## config.mk

```make
export PLATFORM = sky130hd
export DESIGN_NAME = execute_m
export DESIGN_NICKNAME = d
export VERILOG_FILES = /design/src/rtl/execute_m.sv
export SDC_FILE = /design/constraint.sdc
export NUM_CORES = 2
export LEC_CHECK = 0
export CORE_ASPECT_RATIO = 1.25
export CORE_MARGIN = 5
export CORE_UTILIZATION = 30
export DETAILED_ROUTE_END_ITERATION = 10
export PLACE_DENSITY_LB_ADDON = 0.12
export SLEW_MARGIN = 20
export SYNTH_ARGS = -nofsm -noshare
export SYNTH_HDL_FRONTEND = slang
export SYNTH_SLANG_ARGS = --single-unit
export TNS_END_PERCENT = 1
```

## constraint.sdc

```tcl
create_clock -name clk -period 10 [get_ports clk]
set_clock_uncertainty 0.15 [all_clocks]
set_input_delay 1.5 -clock clk [delete_from_list [all_inputs] [get_ports clk]]
set_output_delay 1.5 -clock clk [all_outputs]
set_load 0.01 [all_outputs]
```

## src/rtl/execute_m.sv

```systemverilog
// RV32 execute stage: RV32I ALU, branch resolution with redirect to fetch,
// and an optional iterative RV32M unit that stalls the valid/ready handshake while busy.
module execute_m #(
  parameter int XLEN     = 32,
  parameter int ENABLE_M = 1,
  parameter int MUL_FAST = 0
) (
  input  logic            clk,
  input  logic            rst,
  input  logic            flush_i,
  input  logic            valid_i,
  output logic            ready_o,
  output logic            valid_ro,
  input  logic            ready_i,
  input  logic [XLEN-1:0] pc_i,
  input  logic [XLEN-1:0] inst_i,
  input  logic [XLEN-1:0] r0data_i,
  input  logic [XLEN-1:0] r1data_i,
  output logic [XLEN-1:0] pc_ro,
  output logic [XLEN-1:0] inst_ro,
  output logic [XLEN-1:0] r0data_ro,
  output logic [XLEN-1:0] r1data_ro,
  output logic [XLEN-1:0] result_ro,
  output logic [XLEN-1:0] jump_addr_o,
  output logic            jump_taken_o
);
  localparam logic [6:0] OPC_LUI    = 7'b0110111;
  localparam logic [6:0] OPC_AUIPC  = 7'b0010111;
  localparam logic [6:0] OPC_JAL    = 7'b1101111;
  localparam logic [6:0] OPC_JALR   = 7'b1100111;
  localparam logic [6:0] OPC_BRANCH = 7'b1100011;
  localparam logic [6:0] OPC_LOAD   = 7'b0000011;
  localparam logic [6:0] OPC_STORE  = 7'b0100011;
  localparam logic [6:0] OPC_OPIMM  = 7'b0010011;
  localparam logic [6:0] OPC_OP     = 7'b0110011;

  typedef enum logic [1:0] {IDLE = 2'd0, BUSY = 2'd1, DONE = 2'd2} state_t;

  state_t      state_r, state_nx;
  logic [6:0]  opcode_s;
  logic [2:0]  funct3_s;
  logic [31:0] imm_i_s, imm_st_s, imm_b_s, imm_u_s, imm_j_s;
  logic        is_op_s, is_mext_s, is_m_s, cke_s, accept_s, start_s, br_cond_s;
  logic [31:0] op_b_s, alu_s, sra_s, result_s, jaddr_s;
  logic [4:0]  shamt_s;
  logic        sa_s, sb_s, fsa_s, fsb_s;
  logic [63:0] fast_prod_s;
  logic [31:0] fast_res_s;
  logic [4:0]  cnt_r;
  logic [63:0] prod_r, step_s, signed_prod_s;
  logic [31:0] opb_r, quo_s, rem_s, m_res_s;
  logic [2:0]  f3_r;
  logic        neg_r, sa_r, bzero_r;
  logic [32:0] mul_sum_s, div_trial_s;

  assign opcode_s = inst_i[6:0];
  assign funct3_s = inst_i[14:12];
  assign imm_i_s  = {{20{inst_i[31]}}, inst_i[31:20]};
  assign imm_st_s = {{20{inst_i[31]}}, inst_i[31:25], inst_i[11:7]};
  assign imm_b_s  = {{19{inst_i[31]}}, inst_i[31], inst_i[7], inst_i[30:25], inst_i[11:8], 1'b0};
  assign imm_u_s  = {inst_i[31:12], 12'd0};
  assign imm_j_s  = {{11{inst_i[31]}}, inst_i[31], inst_i[19:12], inst_i[20], inst_i[30:21], 1'b0};

  assign is_op_s   = (opcode_s == OPC_OP);
  assign is_mext_s = is_op_s && (inst_i[31:25] == 7'b0000001);
  assign is_m_s    = is_mext_s && (ENABLE_M != 0) && !((MUL_FAST != 0) && !funct3_s[2]);

  assign cke_s    = ~valid_ro | ready_i;
  assign ready_o  = cke_s & (~(valid_i & is_m_s) | (state_r == DONE));
  assign accept_s = valid_i & ready_o & ~flush_i;
  assign start_s  = (state_r == IDLE) & valid_i & is_m_s & cke_s & ~flush_i;

  assign op_b_s  = is_op_s ? r1data_i : imm_i_s;
  assign shamt_s = op_b_s[4:0];
  assign sra_s   = $signed(r0data_i) >>> shamt_s;

  // Base integer ALU shared by OP and OP-IMM
  always_comb begin
    alu_s = 32'd0;
    case (funct3_s)
      3'b000: if (is_op_s && inst_i[30]) alu_s = r0data_i - op_b_s; else alu_s = r0data_i + op_b_s;
      3'b001: alu_s = r0data_i << shamt_s;
      3'b010: alu_s = {31'd0, $signed(r0data_i) < $signed(op_b_s)};
      3'b011: alu_s = {31'd0, r0data_i < op_b_s};
      3'b100: alu_s = r0data_i ^ op_b_s;
      3'b101: if (inst_i[30]) alu_s = sra_s; else alu_s = r0data_i >> shamt_s;
      3'b110: alu_s = r0data_i | op_b_s;
      3'b111: alu_s = r0data_i & op_b_s;
      default: alu_s = 32'hFFFF_FFFF;
    endcase
  end

  // Branch condition evaluation
  always_comb begin
    br_cond_s = 1'b0;
    case (funct3_s)
      3'b000: br_cond_s = (r0data_i == r1data_i);
      3'b001: br_cond_s = (r0data_i != r1data_i);
      3'b100: br_cond_s = ($signed(r0data_i) < $signed(r1data_i));
      3'b101: br_cond_s = ($signed(r0data_i) >= $signed(r1data_i));
      3'b110: br_cond_s = (r0data_i < r1data_i);
      3'b111: br_cond_s = (r0data_i >= r1data_i);
      default: br_cond_s = 1'b0;
    endcase
  end

  // Sign-extend each operand according to its signedness, then one 64-bit multiply
  assign fsa_s       = r0data_i[31] & ((funct3_s == 3'b001) || (funct3_s == 3'b010));
  assign fsb_s       = r1data_i[31] & (funct3_s == 3'b001);
  assign fast_prod_s = {{32{fsa_s}}, r0data_i} * {{32{fsb_s}}, r1data_i};
  assign fast_res_s  = (funct3_s == 3'b000) ? fast_prod_s[31:0] : fast_prod_s[63:32];

  // Iterative unit works on magnitudes; signs are reapplied once DONE
  assign sa_s = r0data_i[31] & ((funct3_s == 3'b001) || (funct3_s == 3'b010) ||
                                (funct3_s == 3'b100) || (funct3_s == 3'b110));
  assign sb_s = r1data_i[31] & ((funct3_s == 3'b001) || (funct3_s == 3'b100) || (funct3_s == 3'b110));

  assign mul_sum_s   = {1'b0, prod_r[63:32]} + (prod_r[0] ? {1'b0, opb_r} : 33'd0);
  assign div_trial_s = prod_r[63:31] - {1'b0, opb_r};

  // One radix-2 step: shift-add multiply or restoring divide
  always_comb begin
    step_s = prod_r;
    if (f3_r[2]) begin
      if (!div_trial_s[32]) step_s = {div_trial_s[31:0], prod_r[30:0], 1'b1};
      else                  step_s = {prod_r[62:0], 1'b0};
    end else begin
      step_s = {mul_sum_s, prod_r[31:1]};
    end
  end

  assign signed_prod_s = neg_r ? (64'd0 - prod_r) : prod_r;
  assign quo_s   = (neg_r & ~bzero_r) ? (32'd0 - prod_r[31:0]) : prod_r[31:0];
  assign rem_s   = sa_r ? (32'd0 - prod_r[63:32]) : prod_r[63:32];
  assign m_res_s = !f3_r[2] ? ((f3_r[1:0] == 2'b00) ? signed_prod_s[31:0] : signed_prod_s[63:32])
                            : (f3_r[1] ? rem_s : quo_s);

  // Result and redirect-target selection by opcode
  always_comb begin
    result_s = 32'hFFFF_FFFF;
    jaddr_s  = 32'hFFFF_FFFF;
    case (opcode_s)
      OPC_LUI:    result_s = imm_u_s;
      OPC_AUIPC:  result_s = pc_i + imm_u_s;
      OPC_JAL:    begin result_s = pc_i + 32'd4; jaddr_s = pc_i + imm_j_s; end
      OPC_JALR:   begin result_s = pc_i + 32'd4; jaddr_s = (r0data_i + imm_i_s) & 32'hFFFF_FFFE; end
      OPC_BRANCH: begin result_s = 32'd0; jaddr_s = pc_i + imm_b_s; end
      OPC_LOAD:   result_s = r0data_i + imm_i_s;
      OPC_STORE:  result_s = r0data_i + imm_st_s;
      OPC_OPIMM:  result_s = alu_s;
      OPC_OP: begin
        if (!is_mext_s)                           result_s = alu_s;
        else if (ENABLE_M == 0)                   result_s = 32'hFFFF_FFFF;
        else if ((MUL_FAST != 0) && !funct3_s[2]) result_s = fast_res_s;
        else                                      result_s = m_res_s;
      end
      default:    result_s = 32'hFFFF_FFFF;
    endcase
  end

  assign jump_addr_o  = jaddr_s;
  assign jump_taken_o = ((opcode_s == OPC_JAL) | (opcode_s == OPC_JALR) |
                         ((opcode_s == OPC_BRANCH) & br_cond_s)) & accept_s;

  // M-unit state register
  always_ff @(posedge clk or posedge rst) begin
    if (rst) state_r <= IDLE;
    else     state_r <= state_nx;
  end

  // M-unit next-state logic; flush always wins
  always_comb begin
    state_nx = state_r;
    if (flush_i) begin
      state_nx = IDLE;
    end else begin
      case (state_r)
        IDLE:    if (start_s) state_nx = BUSY; else state_nx = IDLE;
        BUSY:    if (cnt_r == 5'd0) state_nx = DONE; else state_nx = BUSY;
        DONE:    if (accept_s) state_nx = IDLE; else state_nx = DONE;
        default: state_nx = IDLE;
      endcase
    end
  end

  // M-unit operand latch and iteration datapath
  always_ff @(posedge clk or posedge rst) begin
    if (rst) begin
      cnt_r   <= 5'd0;
      prod_r  <= 64'd0;
      opb_r   <= 32'd0;
      f3_r    <= 3'd0;
      neg_r   <= 1'b0;
      sa_r    <= 1'b0;
      bzero_r <= 1'b0;
    end else if (start_s) begin
      cnt_r   <= 5'd31;
      prod_r  <= {32'd0, sa_s ? (32'd0 - r0data_i) : r0data_i};
      opb_r   <= sb_s ? (32'd0 - r1data_i) : r1data_i;
      f3_r    <= funct3_s;
      neg_r   <= sa_s ^ sb_s;
      sa_r    <= sa_s;
      bzero_r <= (r1data_i == 32'd0);
    end else if ((state_r == BUSY) && !flush_i) begin
      prod_r <= step_s;
      if (cnt_r != 5'd0) cnt_r <= cnt_r - 5'd1;
    end
  end

  // Downstream output register
  always_ff @(posedge clk or posedge rst) begin
    if (rst) begin
      valid_ro  <= 1'b0;
      pc_ro     <= 32'd0;
      inst_ro   <= 32'd0;
      r0data_ro <= 32'd0;
      r1data_ro <= 32'd0;
      result_ro <= 32'd0;
    end else if (flush_i) begin
      valid_ro <= 1'b0;
    end else if (accept_s) begin
      valid_ro  <= 1'b1;
      pc_ro     <= pc_i;
      inst_ro   <= inst_i;
      r0data_ro <= r0data_i;
      r1data_ro <= r1data_i;
      result_ro <= result_s;
    end else if (cke_s) begin
      valid_ro <= 1'b0;
    end
  end
endmodule

```

* After elaboration in Yosys (flattened, before gate mapping)
Index checks and enable logic that the tools add are counted. Widths: inputs -> output; s select.
Storage, ports and cells: flip-flop bits (word level) 270, bits of input ports 133, output and inout port bits 195, logic and storage cells 138
Cells by class: mux-type cells 32, eq/ne operators 21, add/subtract/negate cells 16, shift operators 3, bitwise gates (word level) 25, $lt $le $gt $ge 6, reduce and logical (&&, ||, !) cells 21
Operators by type and width (count):
- $pmux 32 s8 | 2
- $mux 32 | 12
- $mux 64 | 5
- $add 32x32->32 | 6
- $lt 32x32->1 | 4
- $sub 1x32->32 const A | 4
- $pmux 32 s3 | 1
- $ge 32x32->1 | 2
- $sub 1x64->64 const A | 1
- $add 32x32->33 | 1
- $sub 33x32->33 | 1
- $add 32x3->32 const B | 1
- $and 32x32->32 | 1
- $eq 32x32->1 | 1
- $logic_not 32->1 | 1
- $ne 32x32->1 | 1
- $or 32x32->32 | 1
- $shl 32x5->32 | 1
- $shr 32x5->32 | 1
- $sshr 32x5->32 | 1
- $sub 32x32->32 | 1
- $xor 32x32->32 | 1
- $eq 7x6->1 const B | 3
- $eq 7x7->1 const B | 3
- other kinds (29) | 68

* Depth between registers and ports, before layout
word-level depth 11, mapped depth 22

* Worst setup path after synthesis
OpenSTA, ideal clock, no wires.
kind input to output, start input port inst_i[5], end output port jump_addr_o[27], data required time 8.350 ns, data arrival time 5.370 ns, setup slack 2.980 ns, cell stages on the path 22, path buffers 3, cells stage by stage buf_2 -> inv_2 -> clkbuf_1 -> nor3b_1 -> nand2_1 -> clkbuf_1 -> nand2_1 -> nand2_1 -> ha_1 -> inv_1 -> fa_1 -> nor2b_1 -> o21ai_0 -> a21boi_1 -> o21a_1 -> o21ai_1 -> o31ai_1 -> a221o_1 -> a41oi_1 -> a211oi_1 -> xnor2_1 -> o221ai_1
On the way: cells in the longest elaborated chain, start to end 2, elaborated cells on any way between the ends 4, those cells by class eq/ne (3); mux (1)
Ends and longest elaborated chain:
- start, declared | line 16 | input logic [XLEN-1:0] inst_i,
- $eq 7x7->1 | line 142 | case (opcode_s)
- $pmux 32 s3 (*) | line 142
- end, declared | line 24 | output logic [XLEN-1:0] jump_addr_o,
Mark *: on every way between the ends. The rest lies on a longest branch, timed or not.

* Final worst setup path
start input port inst_i[3], end output port jump_addr_o[31]
The elaborated chain is that of the path after synthesis.

==> results.toml <==
[floorplan]
initial_core_util_pct = 30.23
rows = 142
ios = 328
die_h_um = 398.6
die_w_um = 320.9
die-area_um2 = 127900
coreArea_um2 = 119900

[pwr]
ir_worst_vdd_mv = 0.1196
p_sw_mw = 1.939
p_comb_share_pct = 40.3
clkPwrFrac_pct = 31.9
leakage_nw = 17.69
switching_share_pct = 41.09
p_per_area_nw_per_um2 = 111.1
total_power_mw = 4.717
seq_power_share_pct = 27.8
p_int_mw = 2.779

[setup_path]
end_kind = "output port"
crit_required_ns = 8.35
worstSetupStartpointType = "primary input"
timing.rr.end = "prod_r[35]"
worst_ep_arrival_time_ns = 7.34
path_max_fanout = 14
r2r_start = "prod_r[31]"
crit_start = "inst_i[3]"
r2r_setup_slack_ns = 4.17
rr_worst_depth = 15
critPathKind = "in2out"

[global_routing]
grt_first_pass_wirelength_um = 291100
grt_pass1_vias = 39450
grt_antenna_before_repair = 10
grt_overflow = 0
grt_max_degree = 118
grtUsageTotal_pct = 30.80

[hold_path]
min_to = "pc_ro[29]"
hp-start = "pc_ro[29]"
hold_depth = 2
hold_path.class = "reg2reg"

[cts]
clkSlewWorstSetupHoldPaths_ns = 0.05
post_cts.repair.setup_buffers = 0
cts_resized = 0
cts_buffer_depth = 3
cts_sinks = 270
cts_root_buf = "clkbuf_16"
cts_tree = "yes"
hold_buffers = 0
cts-buffers-inserted = 39
insertion_delay_ns = 0.62
htree_levels = 2

[sta]
period_share_pct = 89.87
rsz0062_at_grt = "no"
tightest_slew_ns = 1.289
drv_slew = 0
period_minus_slack_ns = 8.987
max_freq_mhz = 111.3
setup_tns_ns = 0
finalWorstSetupSlack_ns = 1.013
finalSetupViolCount = 0
hold_violations = 0
max-slew-margin-rel_pct = 13.84

[drt]
viasPerCell = 6.062
drtIter0Drc = 4592
wirelength_um = 207300
avgRoutedWirePerCell_um = 30.39
firstDrtPassIters = 7
antenna_left = 0
vias = 41350
drc = 0

[yosys]
yosysTopAreaCell = "dfrtp_1"
async_reset_ff_share_pct = 100.0
ys_seq_elements = 270
synth_edf_count = 0
avgSynthCellArea_um2 = 7.166
synth.distinct_cells = 107
synthesis.nets = 5490
synth_most_common_cell = "nand2_1"
ys_seq_area_share_pct = 18.64
yosys_warnings = 0
synth_area_um2 = 36250
yosys-top-cells-area = "dfrtp_1, ha_1, o21ai_0"
synthCells = 5059
synth.top_cell.area_share_pct = 18.64
synth_commonest_cells = "nand2_1, o21ai_0, a21oi_1"
synth_ff_type = "dfrtp_1"

[placed_design]
io_buffer_count = 327
place_area_um2 = 41110
post-place-ws_ns = 1.175
dpl.hpwl_um = 163600
place_congestion = 1.050

[final_layout]
syn2layout_area_growth_pct = 17.13
postLayoutCellArea_um2 = 42460
drive_above_1_share_pct = 6.025
nNetsFinal = 5630

[status]
status = "complete, no violations"

[flow_run]
cap_violations = 0
-- layer usage --
| metal | share of wire, % | vias up | track usage (%) |
|---|---|---|---|
| met2 | 47 | 2034 | 52.42 |
| met5 | 0 | - | 0 |
| met3 | 7.4 | 519 | 4.802 |
| met1 | 39 | 20180 | 37.53 |
| li1 | - | 18610 | - |
| met4 | 6.7 | 0 | 16.16 |
-- registers in the layout, indices dropped and copies added, names as in the netlist --
name and count:
cnt_r 5, inst_ro 32, r1data_ro 32, sa_r 1, opb_r 32, valid_ro 1
bzero_r 1, neg_r 1, prod_r 64, f3_r 3, r0data_ro 32, pc_ro 32
state_r 2, result_ro 32
-- metrics by stage --
step / instances / hold WS [ns] / utilization [%]
3_5_place_dp: 6742 / 0.3132 / 34.28
6_report: 6821 / 0.3221 / 35.41
3_3_place_gp: 6742 / 0.3095 / 34.28
4_1_cts: 6812 / 0.3281 / 35.39
2_1_floorplan: 5059 / 0.2998 / -
5_1_grt: 6813 / 0.3542 / 35.39
-- layout make-up --
class	count	area, um^2
inverter	217	822.0
clock inverter	21	261.5
clock buffer	49	1065
sequential	270	6761
tap	1584	1982
multi-input combinational	4221	27350
antenna	9	22.52
fill	12890	77470
timing repair buffer	450	4194
-- worst max-delay path: stages --
cell	delay [ns]
clkdlybuf4s50_1	0.58
and4bb_1	0.78
nand2_1	0.47
nand2_1	0.17
nand2_1	0.07
ha_1	0.19
inv_1	0.07
fa_1	0.20
nor2b_1	0.06
o21ai_0	0.21
a21boi_1	0.13
o21a_1	0.22
o21ai_1	0.34
o31ai_1	0.13
buf_4	0.17
a221o_1	0.35
a41oi_1	0.37
a21oi_1	0.14
or4_1	0.51
nand3b_1	0.10
clkdlybuf4s50_1	0.55
-- worst max-delay path by stage --
stage / to / cells after the start / slack [ns]
CTS: jump_addr_o[31] / 21 / 1.13
detailed placement: jump_addr_o[31] / 21 / 1.18
global route: jump_addr_o[27] / 21 / 0.80
finish: jump_addr_o[31] / 21 / 1.01
floorplan: bzero_r / 1 / 0.91
global placement: jump_addr_o[31] / 21 / 1.17
-- layout by cell type, fill, tap and decap left out, types with 27 or more instances in the layout --
cell type and instances:
a211oi_1 71, a21o_1 134, a21oi_1 406, a221oi_1 44
a31oi_1 46, and2_1 27, and3_1 27, buf_4 122
clkbuf_16 40, clkdlybuf4s50_1 324, dfrtp_1 268, ha_1 291
inv_1 211, mux2i_1 92, nand2_1 671, nand2b_1 35
nand3_1 106, nand4_1 46, nor2_1 394, nor3_1 125
o211ai_1 92, o21a_1 36, o21ai_0 572, o21bai_1 32
o221ai_1 45, o31ai_1 62, or2_2 32, or3_1 34
xnor2_1 255, xor2_1 127
-- power by group through the flow --
stage | clock network (mW) | registers [mW] | logic [mW]
floorplan | 0 | 1.30 | 1.01
global placement | 0 | 1.33 | 1.86
detailed placement | 0 | 1.33 | 1.85
CTS | 1.55 | 1.31 | 1.86
global route | 1.57 | 1.32 | 2.00
finish | 1.51 | 1.31 | 1.90
-- cell families (layout without fill, tap and decap cells) --
group / Yosys count / count (layout) / synth area share [%]
other: 0 / 9 / 0
adders and majority gates: 298 / 298 / 10.43
and+or+nand+nor: 1638 / 1638 / 20.70
xor gates and xnor gates: 382 / 382 / 9.229
AOI/OAI and AO/OA: 1788 / 1788 / 31.48
buffers and inverters: 568 / 737 / 6.057
DFF: 270 / 270 / 18.64
muxes: 115 / 115 / 3.472
No activity file was read; power rests on OpenSTA's default activity.
